==> src/rtl/icache_pkg.sv <==
// rtl/icache_pkg.sv - shared widths and FSM states for the instruction cache
package icache_pkg;

    localparam int ADDR_W          = 10;
    localparam int NUM_SETS        = 8;
    localparam int WORDS_PER_BLOCK = 4;
    localparam int TAG_W           = 3;
    localparam int IDX_W           = 3;
    localparam int OFF_W           = 2;
    localparam int WORD_W          = 32;
    localparam int BLOCK_W         = 128;

    typedef enum logic [1:0] {
        IDLE     = 2'd0,
        MEM_READ = 2'd1,
        UPDATE   = 2'd2
    } icache_state_e;

endpackage

==> src/rtl/icache_word_select.sv <==
// rtl/icache_word_select.sv - 128-bit block to 32-bit word mux by word offset
module icache_word_select
    import icache_pkg::*;
(
    input  logic [BLOCK_W-1:0] block_i,
    input  logic [OFF_W-1:0]   offset_i,
    output logic [WORD_W-1:0]  word_o
);

    // Word w occupies bits [32w+31:32w] of the block.
    always_comb begin
        word_o = block_i[{offset_i, 5'd0} +: WORD_W];
    end

endmodule

==> src/rtl/instruction_cache.sv <==
// rtl/instruction_cache.sv - direct-mapped read-only instruction cache with block refill
module instruction_cache
    import icache_pkg::*;
(
    input  logic                   CLK,
    input  logic                   RESET,
    input  logic [31:0]            PC,
    output logic [WORD_W-1:0]      INSTRUCTION,
    output logic                   BUSYWAIT,
    output logic                   mem_read,
    output logic [TAG_W+IDX_W-1:0] mem_address,
    input  logic [BLOCK_W-1:0]     mem_readdata,
    input  logic                   mem_busywait
);

    logic [TAG_W-1:0] pc_tag;
    logic [IDX_W-1:0] pc_idx;
    logic [OFF_W-1:0] pc_off;
    logic             unused_pc;

    assign pc_tag    = PC[ADDR_W-1 -: TAG_W];
    assign pc_idx    = PC[ADDR_W-TAG_W-1 -: IDX_W];
    assign pc_off    = PC[OFF_W+1 -: OFF_W];
    assign unused_pc = ^{PC[31:ADDR_W], PC[1:0]};

    icache_state_e              state_q, state_d;
    logic [TAG_W+IDX_W-1:0]     miss_addr_q, miss_addr_d;
    logic                       seen_busy_q, seen_busy_d;
    logic [BLOCK_W-1:0]         fill_q;
    logic                       fill_en;
    logic [NUM_SETS-1:0]        valid_q;
    logic [TAG_W-1:0]           tag_q  [NUM_SETS];
    logic [BLOCK_W-1:0]         data_q [NUM_SETS];

    logic [IDX_W-1:0]           miss_idx;
    logic [TAG_W-1:0]           miss_tag;
    logic                       hit;

    assign miss_idx    = miss_addr_q[IDX_W-1:0];
    assign miss_tag    = miss_addr_q[TAG_W+IDX_W-1:IDX_W];
    assign hit         = valid_q[pc_idx] && (tag_q[pc_idx] == pc_tag);
    assign mem_address = miss_addr_q;

    icache_word_select u_word_select (
        .block_i  (data_q[pc_idx]),
        .offset_i (pc_off),
        .word_o   (INSTRUCTION)
    );

    // Next-state and outputs; a fill is only accepted after memory has shown busy.
    always_comb begin
        state_d     = state_q;
        miss_addr_d = miss_addr_q;
        seen_busy_d = seen_busy_q;
        fill_en     = 1'b0;
        mem_read    = 1'b0;
        BUSYWAIT    = 1'b1;
        unique case (state_q)
            IDLE: begin
                BUSYWAIT = !hit;
                if (!hit) begin
                    miss_addr_d = {pc_tag, pc_idx};
                    seen_busy_d = 1'b0;
                    state_d     = MEM_READ;
                end
            end
            MEM_READ: begin
                mem_read = 1'b1;
                if (mem_busywait) begin
                    seen_busy_d = 1'b1;
                end
                if (seen_busy_q && !mem_busywait) begin
                    fill_en = 1'b1;
                    state_d = UPDATE;
                end
            end
            UPDATE: begin
                state_d = IDLE;
            end
            default: begin
                state_d = IDLE;
            end
        endcase
    end

    // Control state and valid bits; reset aborts any fill in progress.
    always_ff @(posedge CLK or negedge RESET) begin
        if (!RESET) begin
            state_q     <= IDLE;
            miss_addr_q <= '0;
            seen_busy_q <= 1'b0;
            valid_q     <= '0;
        end else begin
            state_q     <= state_d;
            miss_addr_q <= miss_addr_d;
            seen_busy_q <= seen_busy_d;
            if (state_q == UPDATE) begin
                valid_q[miss_idx] <= 1'b1;
            end
        end
    end

    // Fill register, tag and data arrays carry no reset; valid bits guard them.
    always_ff @(posedge CLK) begin
        if (fill_en) begin
            fill_q <= mem_readdata;
        end
        if (state_q == UPDATE) begin
            tag_q[miss_idx]  <= miss_tag;
            data_q[miss_idx] <= fill_q;
        end
    end

endmodule

==> config.mk <==
export PLATFORM = sky130hd
export DESIGN_NAME = instruction_cache
export DESIGN_NICKNAME = d
export VERILOG_FILES = /design/src/rtl/icache_pkg.sv /design/src/rtl/icache_word_select.sv /design/src/rtl/instruction_cache.sv
export SDC_FILE = /design/constraint.sdc
export NUM_CORES = 1
export LEC_CHECK = 0
export BUFFER_PORTS_ARGS = -buffer_cell sky130_fd_sc_hd__buf_2
export CAP_MARGIN = 20
export CORE_MARGIN = 3
export CORE_UTILIZATION = 65
export CTS_CLUSTER_DIAMETER = 80
export DETAILED_ROUTE_END_ITERATION = 8
export PLACE_DENSITY = 0.84
export SLEW_MARGIN = 15
export SYNTH_ARGS = -nofsm -noshare
export SYNTH_HDL_FRONTEND = slang
export SYNTH_SLANG_ARGS = --single-unit
export TNS_END_PERCENT = 20
==> constraint.sdc <==
create_clock -name CLK -period 20.6 [get_ports CLK]
set_input_delay 1.03 -clock CLK [delete_from_list [all_inputs] [get_ports CLK]]
set_output_delay 1.03 -clock CLK [all_outputs]
set_load 0.01 [all_outputs]
After elaboration in Yosys (flattened, before gate mapping)
Memory sizes are Yosys's and may differ from the RTL's.
Index checks and enable logic that the tools add are counted.
Widths: inputs -> output; s select.
Cells by class
  $add $sub $neg: 0
  $mul: 0
  divide/modulo/power cells: 0
  $lt $le $gt $ge: 3
  equal/unequal tests: 6
  shift operators: 1
  muxes and demuxes: 16
  bitwise operators: 2
  reductions and logical operators: 10
Operators by type and width (count)
  $shiftx 128x8->32: 1
  $mux 1: 10
  $lt 3x4->1 const B: 2
  $or 8x8->8: 1
  $ne 2x2->1 const B: 3
  $mux 2: 2
  $pmux 2 s2: 1
  $reduce_and 2->1: 2
  $bmux 1 s3: 1
  $demux 1 s3: 1
  $eq 3x3->1: 1
  $ge 3x1->1 const B: 1
  $logic_and 1x1->1: 3
  $reduce_and 3->1: 1
  $eq 2x1->1 const B: 1
  $eq 2x2->1 const B: 1
  $logic_not 1->1: 2
  $logic_not 2->1: 1
  $pmux 1 s2: 1
  $reduce_bool 2->1: 1
  $not 1->1: 1
Word-level totals
  flip-flop bits (word level): 145
  latch bits: 0
  bits in writable memories: 1048
  memory bits (read-only): 0
  bits of input ports: 163
  output and inout port bits: 40
  word-level logic and storage cells: 45
  memories kept: 2
Memory list
  data_q: depth 8, bits a word 128, rd ports 1, clocked after Yosys merged registers in 0, write ports 1, line instruction_cache.sv:33  | logic [BLOCK_W-1:0] data_q [NUM_SETS];
  tag_q: depth 8, bits a word 3, rd ports 1, clocked after Yosys merged registers in 0, write ports 1, line instruction_cache.sv:32  | logic [TAG_W-1:0] tag_q [NUM_SETS];

Longest topological paths before layout
  depth in word-level cells: 5
  mapped depth: 8
  gate-level depth less buffers: 6

Cells and area by module
Synthesis repeated with hierarchy kept, for this count alone.
Unflattened totals
  cells, all modules: 1747
  area, all modules: 44639.1 sq um
By module, submodules not included
  instruction_cache: times used 1, cells an instance 1708, area an instance 43824.5 sq um, seq. area each 35739.3 sq um
  icache_word_select: times used 1, cells an instance 39, area an instance 814.5 sq um, seq. area each 0.0 sq um

Worst setup path before layout
Ideal clock, no wire load.
  kind: register to register
  start point: register state_q[1]
  end point: register valid_q[0]
  setup time: 122 ps
  arrival time: 10574 ps
  data required time: 20478 ps
  path slack: 9904 ps
  cell stages (with the launch flop): 5
  path buffers: 0
  period minus slack after synthesis: 10696 ps
  cell sequence: dfrtp_1 -> inv_1 -> or3_1 -> nor3_1 -> or2_2
On the way
  word-level cells in the longest chain between the ends: 1
Ends and longest elaborated chain
  from (decl): line instruction_cache.sv:26  | icache_state_e state_q, state_d;
  from (signal assigned): line instruction_cache.sv:94  | state_q <= state_d;
  $eq 2x2->1: line instruction_cache.sv:97  | if (state_q == UPDATE) begin
  to (signal assigned): line instruction_cache.sv:92  | valid_q <= '0;
  to (signal, indexed assignment): line instruction_cache.sv:98  | valid_q[miss_idx] <= 1'b1;
  to (decl): line instruction_cache.sv:31  | logic [NUM_SETS-1:0] valid_q;
Every way passes these cells.
A chain may end at the register's enable or synchronous reset.

Worst setup path after layout
  start point: input PC[4]
  end point: output BUSYWAIT
On the way
  word-level cells in the longest chain between the ends: 5
  elaborated cells between the ends (all ways): 7
  those cells by class: eq/ne (1); mux (3); reduce/logical (2); memory (1)
Ends and longest elaborated chain
  from (decl): line instruction_cache.sv:7  | input logic [31:0] PC,
  $mem_v2 8x3 / $bmux 1 s3 (equally long branches)
  $eq 3x3->1 / $mux 1 (equally long branches): line instruction_cache.sv:41  | assign hit = valid_q[pc_idx] && (tag_q[pc_idx] == pc_tag);
  $logic_and 1x1->1 (*): line instruction_cache.sv:41
  $logic_not 1->1 (*)
  $mux 1 (*): line instruction_cache.sv:58  | unique case (state_q)
  to (decl): line instruction_cache.sv:9  | output logic BUSYWAIT,
Mark *: on every way between the ends. The rest lies on a longest branch, timed or not. The select of a mux whose other input is x is not followed.

==> impl_summary.md <==
Outcome
The run finished with clean final reports.

Die
The standard-cell row count is between 90 and 100. The area enclosed by the die boundary is 71290 um2. For this configuration, the core starts out at a cell density of between 60% and 70%.

The number of top-level design ports is about 200. The die height is roughly 270 um. The floorplan step set the die width to about 270 um.

The area of the placeable core is 67280 um2.

Setup path
The worst flop-to-flop path endpoint is data_q[4][33]. The worst register-to-register path has a depth of 6. The startpoint of the most critical register-to-register path is state_q[1]. The startpoint of the worst setup timing path is PC[4].

The element type at the critical path start is an input port. The worst register-to-register path has a setup slack of 16.59 ns. For the worst setup path, the data required time is just under 20 ns. The largest delay contributor family on the critical path is buffers and inverters. The worst setup path is of the input port to output port kind. The endpoint arrival time on the critical path is 4.41 ns.

The standard cell with the maximum stage delay on the critical path is sky130_fd_sc_hd__buf_4. The maximum fanout along the worst path is 59. Walking the worst path, the cells encountered are buf_8 -> buf_4 -> nor2b_1 -> a2111oi_0 -> or4_1 -> nand3_1 -> or2_2 -> nand2b_1 -> buf_2.

Together, buffers and inverters on the worst path number 3. The stage delay of the slowest cell on the critical path is 0.84 ns. STA classifies the critical path endpoint as an output port.

Power
The leakage power is 15.84 nW. The total power divided by cell area is 108.3 nW/um2. VDD sags by at most 0.1012 mV.

Placement
The HPWL reported at the end of detailed placement is 49310 um. The placer's final routability congestion estimate is 0.7319. After detailed placement, the total cell area comes to 46200 um2. The number of I/O port buffers is 178.

Synth
The synthesized area is 44280 um2. The synthesis-stage register bit count is 1193. The Yosys step of the flow raised 0 warnings. By area the synthesized netlist is led by sky130_fd_sc_hd__edfxtp_1 80%, sky130_fd_sc_hd__mux4_2 17%, sky130_fd_sc_hd__mux2_2 1.0%. The sequential fraction of the synthesis area is 80.71%. Synthesis instantiated 31 different standard cells from the library. Synthesis produced ~1700 cells. The top cell type by area accounts for 79.75% of the synthesized area.

The synthesized design spends more area on one cell type than any other, namely sky130_fd_sc_hd__edfxtp_1. The average size of a mapped cell is 26.25 um2. The net count of the mapped netlist is 1850.

CTS
In this run, post-CTS hold repair placed 0 buffers. The maximum buffer depth of the clock tree is 3. The cell chosen for the clock root is sky130_fd_sc_hd__clkbuf_16. The number of setup buffers added after CTS is 0. The TritonCTS clock tree is built.

In this run the number of H-tree levels came out at 3. In this run, post-CTS repair resized a total of 0 instances. The clock buffer count from CTS is 111. Clock-pin slew was measured on the worst setup and hold paths at 0.06 ns. The source-to-sink clock delay at the later pin of the worst-skew pair is between 0.6 and 0.7 ns. The clock sink total is 1193.

Route
For this block, the via count after detailed routing is slightly below 20000. The first-pass iteration count of the detailed router is 5. The detail route stage leaves a number of antenna-violating nets equal to 0. For this run, design rule violations remaining after detail routing come to 0. Summed over all layers, the routed wires come to 102600 um. The via count normalized by instance count is 6.841. The violation count after the first detailed-route iteration is 2304.

Dividing the detail-routed wire length by the instance count gives 35.48 um.

Finish
The sequential cells in the finished layout cover a total of between 30000 and 40000 um2. In the final layout, the multi-input gates occupy approximately 8200 um2. The post-route netlist has 37.07% of its cells at a drive strength greater than 1. Relative to the synthesized area, the layout overhead comes to 12.64%.

After routing the design area is ~50000 um2. The total of fill cells in the finished design is 3391. The number of nets in the layout is 2091.

The utilization of the core after routing is approximately 74%.

Timing
For the pin with the worst max-slew slack, the measured transition is 1.192 ns. The number of hold-slack violations in the final timing report was 0. The final critical-path required period is 5.435 ns.

Setup repair after global routing left no endpoint under its margin. The count of final max-slew check failures is 0. The post-route fraction of the period consumed by the critical path is 26.38%. The upper clock frequency limit is 184.0 MHz.

The final setup violation count is 0. The worst clock skew is around 0.032 ns. In the final timing run, aggregate negative setup slack is 0 ns.

In this run the tightest slew margin relative to its limit is 20.55%.

Global route
The global route total overflow is 0. The first global-routing pass estimated about 150000 um of wire. The met2 capacity usage during global routing is 51.97%. The layer carrying the most global-route usage is met2.

The number of global-route vias before repair came to about 21000. Global routing consumed, on the met1 layer, 38.93% of the routing resources. The largest net degree at the start of global routing is between 100 and 150. Across every metal layer, demand over resource in global routing totals between 30% and 40%. The number of antenna violations at the first check in global routing is 3. The global-route track usage on met3 is 5.236%.

Hold path
The worst min-delay path category is input port to asynchronous set/reset pin.

Flow run
The number of maximum-capacitance violations is 0.
-- metrics by stage --
stage / power (mW) / setup WS [ns] / cells / hold slack [ns]
2_1_floorplan: 3.229 / 9.904 / 1687 / 0.4337
3_3_place_gp: 3.353 / 15.19 / 2684 / 0.4459
3_5_place_dp: 3.387 / 15.12 / 2686 / 0.4603
4_1_cts: 5.432 / 15.05 / 2889 / 0.2662
5_1_grt: 5.545 / 14.85 / 2892 / 0.2905
6_report: 5.401 / 15.16 / 2893 / 0.3023
-- kinds of logic (layout without fill, tap and decap cells) --
kind of cell | after synthesis | count (layout) | synth area share [%]
flops | 1193 | 1193 | 80.71
mux | 370 | 370 | 17.69
buf+inv | 80 | 411 | 0.9975
simple gates | 35 | 35 | 0.4408
compound gates | 7 | 7 | 0.1159
xor+xnor | 2 | 2 | 0.03957
other cells | 0 | 2 | 0
-- cell usage in the layout, fill, tap and decap left out, types with 2 or more instances in the layout --
cell type and n:
sky130_fd_sc_hd__xor2_1 2, sky130_fd_sc_hd__clkinv_1 17, sky130_fd_sc_hd__nor2b_1 2, sky130_fd_sc_hd__buf_8 2, sky130_fd_sc_hd__diode_2 2, sky130_fd_sc_hd__mux4_2 326
sky130_fd_sc_hd__or2_2 9, sky130_fd_sc_hd__clkinv_8 4, sky130_fd_sc_hd__nand2_1 2, sky130_fd_sc_hd__clkbuf_16 113, sky130_fd_sc_hd__mux2_2 41, sky130_fd_sc_hd__clkinv_2 18
sky130_fd_sc_hd__buf_4 20, sky130_fd_sc_hd__inv_1 2, sky130_fd_sc_hd__clkbuf_8 3, sky130_fd_sc_hd__buf_12 6, sky130_fd_sc_hd__dfrtp_1 17, sky130_fd_sc_hd__clkbuf_1 30
sky130_fd_sc_hd__bufinv_16 12, sky130_fd_sc_hd__buf_6 2, sky130_fd_sc_hd__buf_2 174, sky130_fd_sc_hd__buf_16 2, sky130_fd_sc_hd__nand2b_1 5, sky130_fd_sc_hd__edfxtp_1 1176
sky130_fd_sc_hd__mux2i_1 3, sky130_fd_sc_hd__nor2_4 6, sky130_fd_sc_hd__nor3_2 2, sky130_fd_sc_hd__clkinvlp_4 3
-- registers in the layout, indices dropped and copies added (netlist names) --
name	count
tag_q	24
data_q	1024
seen_busy_q	1
valid_q	8
mem_address	6
fill_q	128
state_q	2
-- cell type report --
class                   count  share of cell area, %
multi-input cells         414                  16.36
repair buffers            206                  2.504
flip-flops and latches   1193                  71.66
diodes                      2                0.01003
well taps                 873                  2.190
inverters                   2                0.01505
clock buffers             146                  5.978
clock inverters            57                  1.287
-- worst reg2reg max path, stage by stage, from the launching register on --
cell	delay [ns]
sky130_fd_sc_hd__dfrtp_1	0.42
sky130_fd_sc_hd__inv_1	0.07
sky130_fd_sc_hd__or3_1	0.56
sky130_fd_sc_hd__nor2_4	0.63
sky130_fd_sc_hd__buf_16	0.24
sky130_fd_sc_hd__buf_4	0.81
sky130_fd_sc_hd__buf_4	0.88
-- per-layer routing --
metal | part of all wire, % | vias up
li1 | - | 7825
met1 | 34 | 10580
met2 | 54 | 1174
met3 | 7.8 | 211
met4 | 4.0 | 0
met5 | 0 | -
-- how the worst max path moves through the flow --
stage,endpoint,slack (ns),cells after the start
final,BUSYWAIT,15.16,9
after global placement,BUSYWAIT,15.19,9
after detailed placement,BUSYWAIT,15.12,9
after global routing,BUSYWAIT,14.85,9
after floorplan,valid_q[0],9.90,4
after CTS,BUSYWAIT,15.05,9
-- Yosys cell counts --
cell type	count
sky130_fd_sc_hd__a2111oi_0	1
sky130_fd_sc_hd__a21oi_1	1
sky130_fd_sc_hd__a311oi_1	1
sky130_fd_sc_hd__a31oi_1	1
sky130_fd_sc_hd__and3_1	2
sky130_fd_sc_hd__buf_1	7
sky130_fd_sc_hd__buf_2	8
sky130_fd_sc_hd__buf_4	21
sky130_fd_sc_hd__buf_6	7
sky130_fd_sc_hd__clkbuf_1	35
sky130_fd_sc_hd__dfrtp_1	17
sky130_fd_sc_hd__edfxtp_1	1176
sky130_fd_sc_hd__inv_1	2
sky130_fd_sc_hd__mux2_2	41
sky130_fd_sc_hd__mux2i_1	3
sky130_fd_sc_hd__mux4_2	326
sky130_fd_sc_hd__nand2_1	2
sky130_fd_sc_hd__nand2b_1	5
sky130_fd_sc_hd__nand3_1	1
sky130_fd_sc_hd__nand3b_1	1
sky130_fd_sc_hd__nor2_1	7
sky130_fd_sc_hd__nor2b_1	2
sky130_fd_sc_hd__nor3_1	3
sky130_fd_sc_hd__nor3b_1	1
sky130_fd_sc_hd__o21ai_2	1
sky130_fd_sc_hd__o22ai_1	1
sky130_fd_sc_hd__o31ai_1	1
sky130_fd_sc_hd__or2_2	9
sky130_fd_sc_hd__or3_1	1
sky130_fd_sc_hd__or4_1	1
sky130_fd_sc_hd__xor2_1	2
-- report_power, final --
group / switching (mW) / internal [mW]
clock: 0.878 / 1.17
sequential: 0.124 / 2.89
combinational: 0.203 / 0.136
total: 1.21 / 4.20
Power figures use the tool's default switching activity.
